<file path="src/rtl/net_out_arbiter_if.sv">
// Transmit bundle for net_out_arbiter: N_PORTS requester flit streams in,
// one merged 64-bit flit stream out.
interface net_out_arbiter_if #(
  parameter int N_PORTS = 4
);
  logic [N_PORTS-1:0]    in_valid;
  logic [N_PORTS-1:0]    in_ready;
  logic [64*N_PORTS-1:0] in_data;
  logic [8*N_PORTS-1:0]  in_keep;
  logic [N_PORTS-1:0]    in_last;
  logic                  out_valid;
  logic                  out_ready;
  logic [63:0]           out_data;
  logic [7:0]            out_keep;
  logic                  out_last;

  modport slave (
    input  in_valid, in_data, in_keep, in_last, out_ready,
    output in_ready, out_valid, out_data, out_keep, out_last
  );

  modport master (
    output in_valid, in_data, in_keep, in_last, out_ready,
    input  in_ready, out_valid, out_data, out_keep, out_last
  );
endinterface

</file>
<file path="src/rtl/net_out_arbiter.sv">
// Packet-granular round-robin arbiter sharing one network transmit stream
// among N_PORTS requesters, with per-port packet counters and oversize flags.
module net_out_arbiter #(
  parameter int N_PORTS   = 4,
  parameter int MAX_FLITS = 190
) (
  input  logic                   clock,
  input  logic                   reset,
  net_out_arbiter_if.slave       bus,
  output logic [2:0]             grant_port,
  output logic                   busy,
  output logic [16*N_PORTS-1:0]  pkt_count,
  output logic [N_PORTS-1:0]     oversize
);
  localparam int IDX_W = (N_PORTS > 1) ? $clog2(N_PORTS) : 1;
  localparam int CNT_W = $clog2(MAX_FLITS + 1);

  typedef enum logic {IDLE, BUSY} state_t;

  state_t           state_reg, state_next;
  logic [2:0]       grant_reg, grant_next;
  logic [2:0]       last_grant_reg, last_grant_next;
  logic [CNT_W-1:0] flit_cnt_reg, flit_cnt_next;

  logic [IDX_W-1:0] sel;
  logic [IDX_W-1:0] cand;
  logic [2:0]       arb_port;
  logic             arb_found;
  logic             xfer;
  logic             at_limit;

  assign sel        = grant_reg[IDX_W-1:0];
  assign grant_port = grant_reg;
  assign busy       = (state_reg == BUSY);
  assign xfer       = bus.out_valid && bus.out_ready;
  assign at_limit   = (flit_cnt_reg == CNT_W'(MAX_FLITS));

  // Rotating priority: the search starts just after the last port served.
  always_comb begin
    arb_found = 1'b0;
    arb_port  = '0;
    cand      = '0;
    for (int k = 1; k <= N_PORTS; k++) begin
      cand = IDX_W'((int'(last_grant_reg) + k) % N_PORTS);
      if (!arb_found && bus.in_valid[cand]) begin
        arb_found = 1'b1;
        arb_port  = 3'(cand);
      end
    end
  end

  always_comb begin
    bus.out_valid = 1'b0;
    bus.out_data  = '0;
    bus.out_keep  = '0;
    bus.out_last  = 1'b0;
    if (state_reg == BUSY) begin
      bus.out_valid = bus.in_valid[sel];
      bus.out_data  = bus.in_data[64*sel +: 64];
      bus.out_keep  = bus.in_keep[8*sel +: 8];
      bus.out_last  = bus.in_last[sel];
    end
  end

  always_comb begin
    state_next      = state_reg;
    grant_next      = grant_reg;
    last_grant_next = last_grant_reg;
    flit_cnt_next   = flit_cnt_reg;
    case (state_reg)
      IDLE: begin
        if (arb_found) begin
          grant_next = arb_port;
          state_next = BUSY;
        end
      end
      BUSY: begin
        if (xfer) begin
          if (bus.out_last) begin
            last_grant_next = grant_reg;
            flit_cnt_next   = '0;
            state_next      = IDLE;
          end else if (!at_limit) begin
            flit_cnt_next = flit_cnt_reg + 1'b1;
          end
        end
      end
      default: state_next = IDLE;
    endcase
  end

  always_ff @(posedge clock) begin
    if (reset) begin
      state_reg      <= IDLE;
      grant_reg      <= '0;
      last_grant_reg <= 3'(N_PORTS - 1);
      flit_cnt_reg   <= '0;
    end else begin
      state_reg      <= state_next;
      grant_reg      <= grant_next;
      last_grant_reg <= last_grant_next;
      flit_cnt_reg   <= flit_cnt_next;
    end
  end

  for (genvar gi = 0; gi < N_PORTS; gi++) begin : g_port
    logic        granted;
    logic [15:0] pkt_cnt_reg;
    logic        oversize_reg;

    assign granted         = (state_reg == BUSY) && (sel == IDX_W'(gi));
    assign bus.in_ready[gi] = granted && bus.out_ready;

    // A flit moving while the count already sits at the limit means the packet is too long.
    always_ff @(posedge clock) begin
      if (reset) begin
        pkt_cnt_reg  <= '0;
        oversize_reg <= 1'b0;
      end else begin
        if (granted && xfer && bus.out_last) pkt_cnt_reg <= pkt_cnt_reg + 16'd1;
        if (granted && xfer && at_limit)     oversize_reg <= 1'b1;
      end
    end

    assign pkt_count[16*gi +: 16] = pkt_cnt_reg;
    assign oversize[gi]           = oversize_reg;
  end
endmodule

</file>
<file path="src/flat_wrapper.sv">
// flat-port wrapper written by rule: the top's interface ports become plain ports
module net_out_arbiter_flat 
#(
  parameter int N_PORTS   = 4,
  parameter int MAX_FLITS = 190
)
  (clock, reset, grant_port, busy, pkt_count, oversize, bus_in_valid, bus_in_data, bus_in_keep, bus_in_last, bus_out_ready, bus_in_ready, bus_out_valid, bus_out_data, bus_out_keep, bus_out_last);
  net_out_arbiter_if #(.N_PORTS(N_PORTS)) bus_i ();
  input  logic clock;
  input  logic reset;
  output logic [2:0] grant_port;
  output logic busy;
  output logic [16*N_PORTS-1:0] pkt_count;
  output logic [N_PORTS-1:0] oversize;
  input wire logic [$bits(bus_i.in_valid)-1:0] bus_in_valid;
  input wire logic [$bits(bus_i.in_data)-1:0] bus_in_data;
  input wire logic [$bits(bus_i.in_keep)-1:0] bus_in_keep;
  input wire logic [$bits(bus_i.in_last)-1:0] bus_in_last;
  input wire logic [$bits(bus_i.out_ready)-1:0] bus_out_ready;
  output wire logic [$bits(bus_i.in_ready)-1:0] bus_in_ready;
  output wire logic [$bits(bus_i.out_valid)-1:0] bus_out_valid;
  output wire logic [$bits(bus_i.out_data)-1:0] bus_out_data;
  output wire logic [$bits(bus_i.out_keep)-1:0] bus_out_keep;
  output wire logic [$bits(bus_i.out_last)-1:0] bus_out_last;
  assign bus_i.in_valid = bus_in_valid;
  assign bus_i.in_data = bus_in_data;
  assign bus_i.in_keep = bus_in_keep;
  assign bus_i.in_last = bus_in_last;
  assign bus_i.out_ready = bus_out_ready;
  assign bus_in_ready = bus_i.in_ready;
  assign bus_out_valid = bus_i.out_valid;
  assign bus_out_data = bus_i.out_data;
  assign bus_out_keep = bus_i.out_keep;
  assign bus_out_last = bus_i.out_last;
  net_out_arbiter #(.N_PORTS(N_PORTS), .MAX_FLITS(MAX_FLITS)) u_core (.clock(clock), .reset(reset), .bus(bus_i), .grant_port(grant_port), .busy(busy), .pkt_count(pkt_count), .oversize(oversize));
endmodule
</file>
<file path="config.mk">
export PLATFORM = sky130hd
export DESIGN_NAME = net_out_arbiter_flat
export DESIGN_NICKNAME = d
export VERILOG_FILES = /design/src/rtl/net_out_arbiter_if.sv /design/src/rtl/net_out_arbiter.sv /design/src/flat_wrapper.sv
export SDC_FILE = /design/constraint.sdc
export NUM_CORES = 1
export LEC_CHECK = 0
export CAP_MARGIN = 20
export CELL_PAD_IN_SITES_DETAIL_PLACEMENT = 0
export CELL_PAD_IN_SITES_GLOBAL_PLACEMENT = 1
export CORE_AREA = 4 4 174 176
export CTS_CLUSTER_DIAMETER = 200
export DETAILED_ROUTE_END_ITERATION = 7
export DIE_AREA = 0 0 178 180
export PLACE_DENSITY_LB_ADDON = 0.1
export REMOVE_ABC_BUFFERS = 1
export SLEW_MARGIN = 20
export SYNTH_ARGS = -nofsm -noshare
export SYNTH_HDL_FRONTEND = slang
export SYNTH_SLANG_ARGS = --single-unit
</file>
<file path="constraint.sdc">
create_clock -name clock -period 2.2 [get_ports clock]
set_input_delay 0.33 -clock clock [delete_from_list [all_inputs] [get_ports clock]]
set_output_delay 0.33 -clock clock [all_outputs]
set_load 0.01 [all_outputs]
</file>
==> impl_results.md <==
- Outcome: finished, violations left
- Failing checks: negative setup slack
- DR DRC count: 0
- Fin crit period: 2300 ps
- Vias in the first global route: 7176
- Gr usage total: 22.8%
- EDFF count, synth: 0
- Placed Cells incl. Taps: 1446
- Mapped Cells: 620
- FF-to-FF End: u_core.g_port[2].pkt_cnt_reg[14]
- DRT antenna net count: 0
- Clk sink count: 81
- Starting Density: 21.1%
- Worst r2r src: u_core.grant_port[0]
- IO Pins: 449
- Antenna violations before repair: 0
- Worst hold slack: 467 ps
- Nature of the critical path endpoint: output pin
- RSZ-0062 raised after global routing: yes
- Routed wire length: 38.5 mm
- Worst Hold Path EP: u_core.g_port[0].pkt_cnt_reg[14]
- Number of placement rows: 62
- Sum Neg Setup Slack: -1570 ps
- Most common cell after layout, fill and taps aside: clkdlybuf4s50_1
- Layout cells sized above 1: 33.0%
- # nets final: 1424
- Synth warnings: 0
- Max reg flops: 64
- Initial DRC count: 290
- Synthesized area: 6040 µm²
- Hold Path Cell Cnt: 3
- P per Cell Area: 420 nW/µm²
- Synth unique cells: 43
- Port Buffers: 447
- Layout area overhead: 110%
- Placed cell area: 11200 µm²
- Routed vias: 6949
- Pin count of the biggest net entering global routing: 82
- Critical Path Fanout Max: 5
- Synthesized flop and latch total: 81
- WP data arrival: 1970 ps
- Die area: 32000 µm²
- Worst Path Required: 1870 ps
- Max Cap Viol: 0
- Hpwl dp: 30.8 mm
- Die Span X: 178 µm
- Reg2reg path depth: 9
- Fin Clk Skew: 6.04 ps
- First-pass GRT wire length: 53.1 mm
- Core area: 28600 µm²
- CTS root buffer: clkbuf_16
- Setup ws final: -97.4 ps
- Final setup violation count: 43
- Hold Crit Start: reset
- Die H: 180 µm
- Layout Cells excl Fill: 1507
- Final hold violation count: 0
- Gpl congestion: 0.989
- Grt total ovfl: 0
- Avg WL per Cell: 25.5 µm
- Reg-to-reg setup timing slack: 0 ps
- DR pass1 iterations: 4
- Avg Cell Area, Syn: 9.75 µm²
- H-tree Lvls: 3
- Post-route cell area: 12700 µm²
- Peak supply drop: 0.387 mV
- Most frequent cells in the layout: clkdlybuf4s50_1 (368), dfxtp_1 (78), buf_6 (75), mux4_2 (74), nor2_1 (72)
- N_diodes: 0
- DR vias/cell: 4.61
- Period utilization: 104%
- Path type of the worst min-delay path: in2reg
- Worst-path clk slew: 60 ps
- Sequential-to-total area share from yosys stat: 26.8%
- Max Fclk: 435 MHz
- Critical path class: reg2out
- Worst skew pair latency: 340 ps
- Hold_buf cts: 0
- CTS tree: built
- Leak: 4.74 nW
- Setup crit start kind: flip-flop
- Final-report max-slew violation count: 0
- Async SR Flop Fraction: 0%
- Deepest clock path buffer count: 2
- Cts bufs inserted: 9
- Dominant synthesized flop cell: dfxtp_1
==> worst max-delay path by stage <==
stage                                    start                                to  slack [ps]
after CTS                 u_core.grant_port[0]                  bus_out_data[57]        -110
after global placement         bus_in_data[69]                   bus_out_data[5]        -180
after floorplan           u_core.grant_port[0]  u_core.g_port[0].pkt_cnt_reg[11]       -2990
after global routing      u_core.grant_port[0]                  bus_out_data[57]        -140
final                     u_core.grant_port[0]                  bus_out_data[57]        -100
after detailed placement       bus_in_data[69]                   bus_out_data[5]        -180
==> synthesized netlist by cell type (2+ instances only) <==
| library cell | instances | area share (%) |
|---|---|---|
| buf_2 | 17 | 1.4 |
| nor3_1 | 19 | 1.6 |
| dfxtp_1 | 81 | 27 |
| or3_1 | 3 | 0.31 |
| xnor2_1 | 11 | 1.6 |
| nand3_1 | 28 | 2.3 |
| and4b_1 | 2 | 0.33 |
| buf_4 | 5 | 0.62 |
| a21oi_1 | 12 | 0.99 |
| nor2_1 | 73 | 4.5 |
| and3_1 | 9 | 0.93 |
| nand2_1 | 29 | 1.8 |
| nor2b_1 | 3 | 0.31 |
| buf_1 | 3 | 0.19 |
| mux2i_1 | 2 | 0.33 |
| mux4_2 | 74 | 28 |
| o21ai_0 | 8 | 0.66 |
| inv_1 | 9 | 0.56 |
| a2bb2oi_1 | 2 | 0.29 |
| xor2_1 | 51 | 7.4 |
| buf_6 | 3 | 0.56 |
| and2_1 | 78 | 8.1 |
| nand4_1 | 35 | 3.6 |
| a31oi_1 | 4 | 0.41 |
| ha_1 | 6 | 1.2 |
| clkbuf_1 | 26 | 1.6 |
| and4_1 | 10 | 1.4 |
| a211o_1 | 2 | 0.29 |
==> final cells by class <==
type                            instances  area [µm²]
Sequential cell                        81        1630
Tap cell                              384         480
Timing Repair Buffer                  542        5710
Fill cell                            2739       16000
Inverter                                9        33.8
Clock inverter                          2        36.3
Multi-Input combinational cell        476        4510
Clock buffer                           13         260
==> where the power goes <==
part	internal [mW]	total, mW	leakage [nW]	switching, mW
registers	1.48	1.50	0.655	0.0230
clock network	0.937	1.53	0.146	0.592
logic	1.45	2.28	3.94	0.838
==> layer usage <==
layer | share of wire (%) | vias to the layer above | routed length [µm] | GRT usage [%]
met1 | 42 | 3367 | 16300 | 29.5
met5 | 0 | - | 0 | 0
li1 | - | 3267 | - | -
met4 | 1.3 | 0 | 484 | 2.94
met3 | 9.8 | 26 | 3760 | 8.91
met2 | 47 | 289 | 18000 | 37.1
==> cells by family (layout without fill, tap and decap cells) <==
group | count (synthesis) | in the layout | share of synthesized area [%]
flip-flops | 81 | 81 | 26.8
multiplexers | 77 | 77 | 28.1
buffers and inverters | 63 | 566 | 4.95
AND/OR/NAND/NOR | 297 | 297 | 26.5
other | 1 | 1 | 0.0621
AO/OA/AOI/OAI | 33 | 33 | 3.33
XOR/XNOR | 62 | 62 | 8.99
adder cells (fa/ha/maj) | 6 | 6 | 1.24
==> what timing repair did <==
item | CTS | global route
pin swaps | 57 | 23
resized for setup | 443 | 111
gates cloned | 6 | 2
setup endpoints to repair | 102 | 139
buffers inserted | 29 | 12
==> per-stage QoR <==
step	setup slack (ps)	power [mW]	util, %
3_5_place_dp	-176	3.40	39.3
6_report	-97.4	5.31	44.2
5_1_grt	-139	5.52	44.2
3_3_place_gp	-178	3.41	39.3
2_1_floorplan	-2990	2.19	-
4_1_cts	-114	5.23	42.4
==> critical path, cell delays in order, from the launching register on <==
cell	delay, ps
dfxtp_4	400
buf_6	140
buf_16	120
buf_6	100
mux4_2	570
and2_4	180
buf_6	120
Note: power is estimated with default switching activity, not from simulation.
